### src/rtl/clock_enable_gen.sv
`default_nettype none
// ============================================================================
// Module   : clock_enable_gen
// Purpose  : Multi-channel tick generator in the single system clock domain.
//            Each channel produces a one-cycle enable pulse every div cycles
//            and a square wave that toggles on every tick. A free-running
//            cycle counter is kept alongside for legacy consumers.
// Ports    : clk_100mhz - system clock (sole clock)
//            reset      - synchronous, active-high reset
//            cfg_we     - divisor write strobe (one cycle)
//            cfg_ch     - channel addressed by the write
//            cfg_div    - new divisor, 0 disables the channel
//            sync       - (only with CLOCK_ENABLE_GEN_SYNC_EN) phase-align
//                         all channels and clear their levels
//            tick       - per-channel one-cycle enable pulse (registered)
//            level      - per-channel square wave (registered)
//            cycle_cnt  - free-running cycle counter (registered)
// Macro    : CLOCK_ENABLE_GEN_SYNC_EN enables the sync input and alignment.
// Revision : 1.0 - initial release
// ============================================================================
module clock_enable_gen #(
   parameter int NUM_CH      = 4,
   parameter int CH_W        = 2,
   parameter int CNT_W       = 32,
   parameter int DEFAULT_DIV = 4
) (
   input  logic              clk_100mhz,
   input  logic              reset,
   input  logic              cfg_we,
   input  logic [CH_W-1:0]   cfg_ch,
   input  logic [CNT_W-1:0]  cfg_div,
`ifdef CLOCK_ENABLE_GEN_SYNC_EN
   input  logic              sync,
`endif
   output logic [NUM_CH-1:0] tick,
   output logic [NUM_CH-1:0] level,
   output logic [CNT_W-1:0]  cycle_cnt
);

   localparam logic [CNT_W-1:0] c_default_div = CNT_W'(DEFAULT_DIV);
   localparam logic [CNT_W-1:0] c_one         = CNT_W'(1);

   // -------------------------------------------------------------------------
   // Free-running cycle counter, wraps naturally at 2^CNT_W.
   // -------------------------------------------------------------------------
   logic [CNT_W-1:0] cycle_cnt_q;
   logic [CNT_W-1:0] cycle_cnt_d;

   always_comb begin
      cycle_cnt_d = cycle_cnt_q + c_one;
   end

   always_ff @(posedge clk_100mhz) begin
      if (reset) begin
         cycle_cnt_q <= '0;
      end else begin
         cycle_cnt_q <= cycle_cnt_d;
      end
   end

   assign cycle_cnt = cycle_cnt_q;

   // -------------------------------------------------------------------------
   // Per-channel divider. Write addresses outside 0..NUM_CH-1 match no
   // channel and are therefore dropped without any state change.
   // -------------------------------------------------------------------------
   for (genvar i = 0; i < NUM_CH; i++) begin : g_ch
      logic [CNT_W-1:0] div_q;
      logic [CNT_W-1:0] div_d;
      logic [CNT_W-1:0] cnt_q;
      logic [CNT_W-1:0] cnt_d;
      logic             tick_q;
      logic             tick_d;
      logic             level_q;
      logic             level_d;
      logic             wr_w;
      logic             term_w;

      assign wr_w   = cfg_we && (cfg_ch == CH_W'(i));
      // Zero divisor is excluded first so div_q-1 never wraps into a match.
      assign term_w = (div_q != '0) && (cnt_q == (div_q - c_one));

      always_comb begin
         div_d   = div_q;
         cnt_d   = cnt_q;
         tick_d  = 1'b0;
         level_d = level_q;

         if (div_q == '0) begin
            cnt_d = '0;
         end else if (term_w) begin
            cnt_d   = '0;
            tick_d  = 1'b1;
            level_d = ~level_q;
         end else begin
            cnt_d = cnt_q + c_one;
         end

         // A write restarts the phase and suppresses a coinciding tick;
         // the square wave must not toggle on that edge either.
         if (wr_w) begin
            div_d   = cfg_div;
            cnt_d   = '0;
            tick_d  = 1'b0;
            level_d = level_q;
         end

`ifdef CLOCK_ENABLE_GEN_SYNC_EN
         // Alignment is applied after the write so a simultaneous write keeps
         // its new divisor while the phase and level still restart.
         if (sync) begin
            cnt_d   = '0;
            tick_d  = 1'b0;
            level_d = 1'b0;
         end
`endif
      end

      always_ff @(posedge clk_100mhz) begin
         if (reset) begin
            div_q   <= c_default_div;
            cnt_q   <= '0;
            tick_q  <= 1'b0;
            level_q <= 1'b0;
         end else begin
            div_q   <= div_d;
            cnt_q   <= cnt_d;
            tick_q  <= tick_d;
            level_q <= level_d;
         end
      end

      assign tick[i]  = tick_q;
      assign level[i] = level_q;
   end

endmodule
`default_nettype wire

### config.mk
export PLATFORM = sky130hd
export DESIGN_NAME = clock_enable_gen
export DESIGN_NICKNAME = d
export VERILOG_FILES = /design/src/rtl/clock_enable_gen.sv
export SDC_FILE = /design/constraint.sdc
export NUM_CORES = 1
export LEC_CHECK = 0
export CORE_UTILIZATION = 50
export CTS_CLUSTER_DIAMETER = 120
export DETAILED_ROUTE_END_ITERATION = 7
export PLACE_DENSITY = 0.72
export SLEW_MARGIN = 10
export SYNTH_ARGS = -nofsm -noshare
export SYNTH_HDL_FRONTEND = slang
export SYNTH_SLANG_ARGS = --single-unit
### constraint.sdc
create_clock -name clk_100mhz -period 3.3 [get_ports clk_100mhz]
set_input_delay 0.33 -clock clk_100mhz [delete_from_list [all_inputs] [get_ports clk_100mhz]]
set_output_delay 0.33 -clock clk_100mhz [all_outputs]
set_load 0.005 [all_outputs]
==> impl_metrics.tcl <==
set metrics [dict create \
    clock_skew_ns 0.0159 \
    ys_types 83 \
    synth_compound_area_frac 0.112 \
    arrival_ns 3.65 \
    layout-drive-gt1-share 0.0694 \
    grt_antenna_before_repair 0 \
    synth_seq_cells 296 \
    place_hpwl_um 31900 \
    wire_per_inst_um 17.2 \
    power.switching_mw 2.14 \
    synth_area_per_cell_um2 7.80 \
    slowest_delay_ns 0.59 \
    fin_crit_ns 3.16 \
    status "finished clean" \
    routed_wl_um 44500 \
    required_ns 3.80 \
    leakage_nw 6.58 \
    htreeDepth 1 \
    diodes 0 \
    synthMuxAreaShare 0.00746 \
    final_cell_mix "354 x nand2_1, 296 x dfxtp_1, 207 x nor2_1" \
    pre_cts_slack_ns 0.118 \
    ys_seq_area_frac 0.364 \
    synthAdderAreaFrac 0.00693 \
    postSynthCellCount 2085 \
    design_area_um2 18600 \
    clockPowerShare 0.443 \
    syn_nets 2131 \
    place.port_buffers 76 \
    cap_viol_max_count 0 \
    finalCritPeriodShare 0.957 \
    peakVddDrop_v 0.000452 \
    ant_nets 0 \
    synth-edff-count 0 \
    track_usage 0.265 \
    cts_num_sinks 296 \
    path_delay_family "simple AND/OR/NAND/NOR gates" \
    hold_viol_final 0 \
    io_pins 77 \
    maxSlewHeadroom 0.517 \
    core_region_area_um2 31800 \
    nets 2169 \
    syn2layout_area_growth_pct 14.5 \
    fp.dieH_um 182 \
    synth-async-reset-ratio 0 \
    hold-path-endpoint "cycle_cnt[0]" \
    firstDrtPassIters 5 \
    initial_core_util 0.511 \
    startpoint_type "flip-flop" \
    critical_path.endpoint_type "flip-flop" \
    dieArea_um2 33200 \
    synth_xor_area_frac 0.160 \
    grt_pass1_vias 13800 \
    gp_congestion 0.947 \
    synth_top_family_by_area "simple AND/OR/NAND/NOR gates" \
    numCtsBuffers 31 \
    slew_violations 0 \
    critPathMostFrequentCell "or4_1" \
    pwr-share-comb 0.113 \
    grt_max_degree 64 \
    clockBufferDepth 3 \
    min_path_cells 2 \
    worst_slew_pin_slew_ns 0.718 \
    ys.flop_type "dfxtp_1" \
    crit_buf_inv 0 \
    drc 0 \
    intPower_mw 6.33 \
    hp-class "in2reg" \
    vias 14900 \
    min_from "reset" \
    rsz0062_at_grt "no" \
    num_rows 65 \
    setup_tns_ns 0 \
    place_area_um2 17500 \
    layout_commonest_cell "nand2_1" \
    grt_first_pass_wirelength_um 71900 \
    utilization 0.586 \
    cts_root_buf "clkbuf_16" \
    cpMaxStageDelayCell "or4_4" \
    powerDensity_nw_per_um2 455 \
    cts_tree "done" \
    overflow 0 \
    synth_area_um2 16300 \
    ys_warn_count 0 \
    path_class "reg2reg" \
    clk_pin_slew_ns 0.06 \
    die_x_um 182 \
    clock.fmax_mhz 317 \
    via_per_inst 5.75 \
    setup_ws_ns 0.143 \
    swShare 0.253 \
    r2r-end "g_ch[0].level_q" \
    yosys.area_share.simple 0.313 \
    rr_worst_depth 8 \
    insertion_delay_ns 0.57 \
    cp_max_fo 9 \
    seqPwrFrac 0.444 \
    r2r_start "g_ch[0].div_q[15]" \
    cp_cell_sequence "or4_4, or2_1, or4_1, a22oi_1, and4_1, o2111ai_2, or4_1, a21oi_1" \
    drtIter0Drc 1051 \
    setup_viol 0 \
    rrSetupSlack_ns 0.14 \
    fillCellCount 2886 \
]
## metrics by stage
stage	hold WS (ns)	total power, mW	instances
2_1_floorplan	0.435	4.45	2085
3_3_place_gp	0.461	4.76	2523
3_5_place_dp	0.471	4.77	2523
4_1_cts	0.268	8.51	2579
5_1_grt	0.305	8.77	2581
6_report	0.290	8.47	2581
## Yosys cell counts, types with 7 or more instances
| library cell | n | area [um^2] |
|---|---|---|
| nand2b_1 | 18 | 113 |
| or4_1 | 22 | 165 |
| o21ai_0 | 31 | 155 |
| or3_1 | 28 | 175 |
| xor2_1 | 149 | 1310 |
| nor2b_1 | 13 | 81.3 |
| a211oi_1 | 9 | 67.6 |
| ha_1 | 9 | 113 |
| nor2_1 | 211 | 792 |
| or2_2 | 13 | 81.3 |
| nor4_1 | 43 | 269 |
| nand2_1 | 355 | 1330 |
| dfxtp_1 | 296 | 5930 |
| buf_2 | 12 | 60.1 |
| nand4b_1 | 9 | 78.8 |
| clkbuf_1 | 97 | 364 |
| o211ai_1 | 9 | 67.6 |
| nor3b_1 | 12 | 90.1 |
| a31oi_1 | 11 | 68.8 |
| nor3_1 | 89 | 445 |
| a21oi_1 | 153 | 766 |
| nand3_1 | 72 | 360 |
| and3_1 | 37 | 231 |
| and4_1 | 18 | 158 |
| nand3b_1 | 8 | 60.1 |
| and2_1 | 8 | 50.1 |
| mux2i_1 | 11 | 110 |
| o31ai_1 | 9 | 67.6 |
| xnor2_1 | 145 | 1270 |
| o22ai_1 | 7 | 43.8 |
| buf_4 | 8 | 60.1 |
| inv_1 | 24 | 90.1 |
| nand4_1 | 51 | 319 |
## worst max-delay path by stage
stage                                  from          endpoint  depth (start not counted)
after floorplan            g_ch[0].div_q[0]   g_ch[0].level_q                         11
after global placement    g_ch[1].div_q[10]   g_ch[1].level_q                          8
after detailed placement   g_ch[2].div_q[0]  g_ch[2].cnt_q[6]                         11
after CTS                  g_ch[2].div_q[0]   g_ch[2].level_q                         10
after global routing       g_ch[3].div_q[0]   g_ch[3].level_q                         10
final                     g_ch[0].div_q[15]   g_ch[0].level_q                          8
## worst register-to-register path, stage by stage, from the launching register on
cell,delay (ns)
dfxtp_1,0.38
or4_4,0.59
or2_1,0.36
or4_1,0.55
a22oi_1,0.18
and4_1,0.22
o2111ai_2,0.15
or4_1,0.50
a21oi_1,0.15
## routing by layer
layer,vias up,track usage,share of wire
met5,-,0,0
met4,0,0.0988,0.040
met1,7019,0.363,0.46
met2,441,0.424,0.44
li1,7306,-,-
met3,85,0.0337,0.052
## layout make-up
type                    count  area (um^2)  share of cell area
clock buffers              40          860              0.0462
repair buffers            125         1180              0.0632
well taps                 435          544              0.0292
flip-flops and latches    296         5930               0.318
clock inverters            16          230              0.0124
inverters                  24         90.1             0.00484
multi-input cells        1645         9800               0.526
## flip-flops by register name (all words and copies together) (netlist names)
name          flops
g_ch.level_q      4
cycle_cnt        32
g_ch.div_q      128
g_ch.tick_q       4
g_ch.cnt_q      128
## cell families after synthesis
group                    count (synthesis)
XOR/XNOR                               295
multiplexers                            12
flip-flops                             296
buffers and inverters                  144
AND/OR/NAND/NOR                       1033
AO/OA/AOI/OAI                          296
adder cells (fa/ha/maj)                  9
## power groups by stage
stage,Combinational (mW),Sequential (mW),Clock [mW]
6_report,0.961,3.76,3.75
5_1_grt,1.05,3.77,3.95
4_1_cts,0.942,3.76,3.81
3_5_place_dp,0.937,3.84,0
3_3_place_gp,0.923,3.83,0
2_1_floorplan,0.665,3.79,0
## repair_timing
item,CTS,global route
hold buffers,0,0
buffers inserted,0,2
endpoints found under the hold margin,0,0
endpoints found under the setup margin,0,85
gates resized for setup,0,9
Power figures use the tool's default switching activity.
==> edit 1 (same settings) <==
Add an input register stage for `cfg_div`, with the module's reset; this delays it by one clock. The other inputs are not delayed to match.
--- a/src/rtl/clock_enable_gen.sv
+++ b/src/rtl/clock_enable_gen.sv
@@ -39,6 +39,16 @@
 
    localparam logic [CNT_W-1:0] c_default_div = CNT_W'(DEFAULT_DIV);
    localparam logic [CNT_W-1:0] c_one         = CNT_W'(1);
+
+   logic [CNT_W-1:0] cfg_div_q;
+
+   always_ff @(posedge clk_100mhz) begin
+      if (reset) begin
+         cfg_div_q <= '0;
+      end else begin
+         cfg_div_q <= cfg_div;
+      end
+   end
 
    // -------------------------------------------------------------------------
    // Free-running cycle counter, wraps naturally at 2^CNT_W.
@@ -99,7 +109,7 @@
          // A write restarts the phase and suppresses a coinciding tick;
          // the square wave must not toggle on that edge either.
          if (wr_w) begin
-            div_d   = cfg_div;
+            div_d   = cfg_div_q;
             cnt_d   = '0;
             tick_d  = 1'b0;
             level_d = level_q;
Formal check against the unedited RTL: not equivalent (a bounded check fails within 4 cycles, from zero or initial values and one cycle with reset high).
==> edit 1 against the original RTL <==
Combinational power fell by 12%; cell area increased by 7.7%; sequential cell count rose by 32; worst setup slack worse by 130 ps; power is 6.4% higher; cell count grew 5.1%; synthesized area up 7.3%; core utilization is 0.36 points lower; routed wire length up 0.87%; global-route usage shrank 1.6 points; critical path type unchanged; largest cell class unchanged; highest routed layer unchanged.
==> edit 1: results (changes against the original RTL) <==
Parameter                              Value

Clocking
  CTS Root Buffer Type ... clkbuf_16 (unchanged)
  CTS buffer count ... 36 (was 31)
  Clock transition at the register clock pins on the worst setup and hold paths after CTS ... 60 ps (about the same)
  Source-to-sink clock delay at the later pin of the worst-skew pair ... 540 ps (was 570 ps)
  H-tree depth reported by CTS ... 2 (was 1)
  Buffers from clock root to sink, at most ... 3 (unchanged)

Synthesis
  Most common library cells after synthesis ... nand2_1 (363), dfxtp_1 (328), nor2_1 (222) (was nand2_1 (355), dfxtp_1 (296), nor2_1 (211))
  Share of flip-flops with an asynchronous set or reset after synthesis ... 0% (unchanged)
  Synthesized area per cell ... 8.02 um2 (was 7.80 um2)
  Cells taking the most area after synthesis ... dfxtp_1 (38%), xnor2_1 (8.7%), nand2_1 (7.8%) (was dfxtp_1 (36%), nand2_1 (8.2%), xor2_1 (8.0%))
  Sequential area share after synthesis ... 37.6% (was 36.4%)
  Top_reg_cell synth ... dfxtp_1 (unchanged)
  Library cells used by synthesis ... 88 (was 83)
  Post-synthesis net count ... 2,221 (was 2,131)
  Ys Warns ... 0 (unchanged)

Routing
  Via count normalized by instance count ... 5.63 (was 5.75)
  Number of iterations in the first detailed-routing pass ... 5 (unchanged)
  Initial DRC count ... 1,281 (was 1,051)
  Final Routed Wirelength ... 44.9 mm (was 44.5 mm)

GRT
  Global-route wire length before repair ... 72.3 mm (was 71.9 mm)
  Largest net degree at the start of global routing ... 111 (was 64)
  Total global-route track usage ... 24.9% (was 26.5%)
  Number of global-route vias before repair ... 14,200 (was 13,800)
  Antenna violations before repair ... 0 (unchanged)

Setup path
  Cell with the largest stage delay on the worst path ... or4b_2 (was or4_4)
  Largest stage delay on the critical path ... 670 ps (was 590 ps)
  Worst Path Max Fanout ... 3 (was 9)
  Worst endpoint data arrival time ... 3710 ps (was 3650 ps)

Place
  Routability-driven placement congestion ratio ... 0.903 (was 0.947)
  Number of I/O port buffers ... 76 (unchanged)
  Post-detailed-placement half-perimeter wirelength ... 32.4 mm (was 31.9 mm)

Power and ir drop
  Static leakage ... 7.14 nW (was 6.58 nW)
  Internal power of the cells ... 6.81 mW (was 6.33 mW)
  Max VDD drop ... 0.333 mV (was 0.452 mV)

Timing
  Final Skew ... 15.9 ps (about the same)
  Tightest slew margin relative to the limit ... 42.3% (was 51.7%)

Layout
  Registers with the most flip-flops ... g_ch.cnt_q x128, g_ch.div_q x128
  Proportion of layout cells with a drive suffix above 1 ... 8.82% (was 6.94%)
  Number of antenna repair diodes ... 0 (unchanged)
  Fill count ... 3,061 (was 2,886)
  NumNets Final ... 2,280 (was 2,169)

Run status
  Result of the run ... complete, no violations (unchanged)

Min path
  Hold Path Class ... input port to flop (unchanged)
-- edit 1: cell types whose count changed after synthesis, moves of 7 or more --
| cell | delta |
|---|---|
| dfxtp_1 | +32 |
| nand2_1 | +8 |
| nand3_1 | +12 |
| nand3b_1 | +7 |
| nor2_1 | +11 |
| nor2b_1 | +30 |
| nor3_1 | -33 |
| nor3_2 | +26 |
| nor4_1 | +7 |
| xnor2_1 | +29 |
| xor2_1 | -19 |
-- edit 1: cell type report --
class                      count  area, um2  share of cell area, %
timing repair buffer         141       1330                   6.65
multi-input combinational   1698      10300                   51.4
clock buffer                  51       1070                   5.33
clock inverter                10        106                  0.530
inverter                      29        109                  0.543
tap                          455        569                   2.84
sequential                   328       6570                   32.8
-- edit 1: routing by layer --
| layer | vias up | wire length, um | GRT usage, % | share of wire [%] |
|---|---|---|---|---|
| li1 | 7623 | - | - | - |
| met4 | 0 | 2140 | 12.8 | 4.8 |
| met5 | - | 0 | 0 | 0 |
| met2 | 393 | 20100 | 39.4 | 45 |
| met3 | 112 | 2100 | 3.33 | 4.7 |
| met1 | 7152 | 20500 | 33.1 | 46 |
-- edit 1: path summary, 6_finish.rpt --
path / endpoint / slack [ps] / depth (start not counted) / startpoint
max: g_ch[2].level_q / 20 / 8 / g_ch[2].div_q[10]
min reg2reg: cycle_cnt[0] / 470 / 1 / cycle_cnt[0]
max reg2reg: g_ch[2].level_q / 20 / 8 / g_ch[2].div_q[10]
min: cfg_div_q[5] / 330 / 2 / reset
-- edit 1: power groups by stage --
stage | Sequential (mW) | Combinational [mW] | Clock, mW
finish | 4.17 | 0.849 | 4.00
floorplan | 4.18 | 0.603 | 0
detailed placement | 4.25 | 0.822 | 0
global placement | 4.25 | 0.807 | 0
CTS | 4.16 | 0.826 | 4.08
global route | 4.17 | 0.936 | 4.23
-- edit 1: kinds of logic after synthesis --
| logic type | synth area share [%] |
|---|---|
| and+or+nand+nor | 32.1 |
| DFF | 37.6 |
| xor gates and xnor gates | 15.4 |
| AOI/OAI and AO/OA | 9.65 |
| buffers and inverters | 3.71 |
| muxes | 0.889 |
| adders and majority gates | 0.645 |
-- edit 1: per-stage QoR --
stage	instance area (um2)	power (mW)	instances	setup slack (ps)
final	20100	9.02	2712	15.2
after global routing	20100	9.34	2712	-67.9
after CTS	19900	9.07	2705	60.2
after detailed placement	18800	5.07	2644	76.5
after global placement	18800	5.06	2644	104
after floorplan	17500	4.78	2175	-28.5
-- edit 1: worst max-delay path: cells and delay by family (launching register included) --
kind                      cells  cell delay [ps]
DFF                           1              350
muxes                         1              340
and+or+nand+nor               6             2330
xor gates and xnor gates      1              140
-- edit 1: repair_timing --
item | in CTS | in global routing
resized for setup | 0 | 12
setup buffers | 0 | 6
setup endpoints to repair | 0 | 67
==> edit 2 (config.mk and constraints unchanged) <==
Made on the original files. The option `CLOCK_ENABLE_GEN_SYNC_EN` is turned on by a define.
--- a/src/rtl/clock_enable_gen.sv
+++ b/src/rtl/clock_enable_gen.sv
@@ -18,6 +18,8 @@
 // Macro    : CLOCK_ENABLE_GEN_SYNC_EN enables the sync input and alignment.
 // Revision : 1.0 - initial release
 // ============================================================================
+`define CLOCK_ENABLE_GEN_SYNC_EN
+
 module clock_enable_gen #(
    parameter int NUM_CH      = 4,
    parameter int CH_W        = 2,
Ports: changed (added sync); port bits go from 77 to 78. No check against the original RTL was run, so the function may have changed too.
==> edit 2 against the original RTL <==
Worst setup slack worse by 5.8 ps; combinational power about the same; routed wire length down 1.2%; sequential cell count unchanged; synthesized area down 0.58%; cell area up 2.4%; critical endpoint is now g_ch[2].level_q; cell count up 0.39%; power down 0.37%; count of clock-buffer cells in the layout down 6.
==> edit 2: results (changes against the original RTL) <==
Parameter                              Value

Run status
  Result of the run ... complete, no violations (unchanged)

Synthesis
  Top_reg_cell synth ... dfxtp_1 (unchanged)
  Cells taking the most area after synthesis ... dfxtp_1 (37%), xor2_1 (8.3%), nand2_1 (8.0%) (was dfxtp_1 (36%), nand2_1 (8.2%), xor2_1 (8.0%))
  Most common library cells after synthesis ... nand2_1 (344), dfxtp_1 (296), nor2_1 (205) (was nand2_1 (355), dfxtp_1 (296), nor2_1 (211))
  Ys Warns ... 0 (unchanged)
  Share of flip-flops with an asynchronous set or reset after synthesis ... 0% (unchanged)
  Sequential area share after synthesis ... 36.7% (was 36.4%)
  Library cells used by synthesis ... 74 (was 83)
  Post-synthesis net count ... 2,115 (was 2,131)

Routing
  Detail-routed net length per standard cell ... 17.0 um (was 17.2 um)
  Via count normalized by instance count ... 5.78 (was 5.75)
  Number of iterations in the first detailed-routing pass ... 5 (unchanged)
  Initial DRC count ... 1,254 (was 1,051)

Min path
  HP Start ... reset (unchanged)
  Endpoint of the worst hold path ... cycle_cnt[31] (was cycle_cnt[0])
  Hold Path Class ... input port to flop (unchanged)
  Instance count along the most critical hold path ... 2 (unchanged)

Setup path
  Worst endpoint data arrival time ... 3650 ps (about the same)
  Launch instance of the worst register-to-register path ... g_ch[2].div_q[0] (was g_ch[0].div_q[15])
  Minimum setup slack among reg-to-reg paths ... 140 ps
  Number of cell instances on the worst register-to-register path ... 11 (was 8)
  RR Endpoint ... g_ch[2].level_q (was g_ch[0].level_q)
  Worst Path Max Fanout ... 9 (unchanged)

Timing
  Number of failing setup endpoints in the final timing report ... 0 (unchanged)
  Worst Hold Margin ... 263 ps (was 290 ps)
  Slew @ Worst Pin ... 724 ps (was 718 ps)
  Final critical-path required period ... 3160 ps (about the same)
  Final Skew ... 16.0 ps (was 15.9 ps)

Power and ir drop
  Static leakage ... 6.82 nW (was 6.58 nW)
  Max VDD drop ... 0.470 mV (was 0.452 mV)

GRT
  Total global-route track usage ... 26.2% (was 26.5%)
  Number of global-route vias before repair ... 13,700 (was 13,800)
  Antenna violations before repair ... 1 (was 0)
  Global-route wire length before repair ... 71.0 mm (was 71.9 mm)
  Largest net degree at the start of global routing ... 71 (was 64)

Layout
  NumNets Final ... 2,211 (was 2,169)
  Proportion of layout cells with a drive suffix above 1 ... 10.2% (was 6.94%)

Clocking
  Clock transition at the register clock pins on the worst setup and hold paths after CTS ... 60 ps (about the same)
  H-tree depth reported by CTS ... 1 (unchanged)
  Buffers from clock root to sink, at most ... 3 (unchanged)
  Source-to-sink clock delay at the later pin of the worst-skew pair ... 570 ps (about the same)
  CTS Root Buffer Type ... clkbuf_16 (unchanged)
  CTS buffer count ... 31 (unchanged)

Place
  Cell area reported after detailed placement ... 0.0177 mm2 (was 0.0175 mm2)
  Pre-CTS worst setup slack ... 23.2 ps (was 118 ps)
  Post-detailed-placement half-perimeter wirelength ... 32.0 mm (was 31.9 mm)
  Routability-driven placement congestion ratio ... 0.940 (was 0.947)
  Number of I/O port buffers ... 77 (was 76)
==> edit 2: cell count changes after synthesis, sizes merged, moves of 11 or more <==
cell	before	now
nand2	355	344
nand3	72	84
nor3	91	77
or4	23	38
nand4	51	39
==> edit 2: final cells by class <==
| type | instances | area [um2] |
|---|---|---|
| antenna | 1 | 2.50 |
| clock buffer | 34 | 817 |
| clock inverter | 23 | 298 |
| fill | 2813 | 12600 |
| inverter | 26 | 97.6 |
| multi-input combinational | 1630 | 9840 |
| sequential | 296 | 5930 |
| tap | 402 | 503 |
| timing repair buffer | 179 | 1590 |
==> edit 2: routing by layer <==
| metal | track usage [%] | vias up | part of all wire [%] | routed length, um |
|---|---|---|---|---|
| li1 | - | 7431 | - | - |
| met4 | 8.07 | 0 | 3.1 | 1340 |
| met3 | 2.85 | 79 | 4.9 | 2170 |
| met2 | 41.7 | 434 | 45 | 19700 |
| met5 | 0 | - | 0 | 0 |
| met1 | 37.0 | 7027 | 47 | 20800 |
==> edit 2: repair_timing <==
action | CTS | global route
resized for setup | 0 | 47
hold endpoints to repair | 0 | 0
hold buffers | 0 | 0
pin swaps | 1 | 15
cloned | 0 | 2
setup buffers | 1 | 1
setup endpoints to repair | 1 | 132
==> edit 2: where the power goes <==
group | switching (mW) | leakage [nW] | internal (mW)
clock | 1.51 | 0.548 | 2.27
sequential | 0.0763 | 2.40 | 3.63
combinational | 0.557 | 3.88 | 0.401
total | 2.14 | 6.82 | 6.30
==> edit 2: worst max-delay path by stage <==
stage / start / endpoint / cells past startpoint
2_1_floorplan: g_ch[1].div_q[0] / g_ch[1].level_q / 12
3_3_place_gp: g_ch[1].div_q[0] / g_ch[1].level_q / 10
3_5_place_dp: g_ch[2].div_q[0] / g_ch[2].level_q / 11
4_1_cts: g_ch[2].div_q[0] / g_ch[2].level_q / 10
5_1_grt: g_ch[1].div_q[4] / g_ch[1].cnt_q[1] / 11
6_report: g_ch[2].div_q[0] / g_ch[2].level_q / 11
==> edit 2: cell families (layout without fill, tap and decap cells) <==
logic type	after synthesis	after routing	share of synthesized area, %
xor+xnor	290	290	15.8
buf+inv	142	262	3.65
compound gates	305	305	11.6
mux	5	5	0.333
flops	296	296	36.7
simple gates	1021	1021	31.3
other cells	0	1	0
fa+ha+maj	9	9	0.697
==> edit 2: critical path: stages, from the launching register on <==
cell	delay (ps)
dfxtp_1	310
inv_1	90
ha_4	140
or4b_4	460
or4_4	440
buf_6	160
nor4_2	310
o22ai_2	120
nor4_2	290
nand4_1	220
or3_4	440
a21oi_2	110
==> edit 2: through the flow <==
step                TNS (ps)  util (%)  std cells
floorplan               -171         -       2068
global placement           0      55.9       2529
detailed placement         0      55.9       2529
CTS                        0      59.5       2587
global route            -187      60.1       2591
finish                     0      60.1       2591
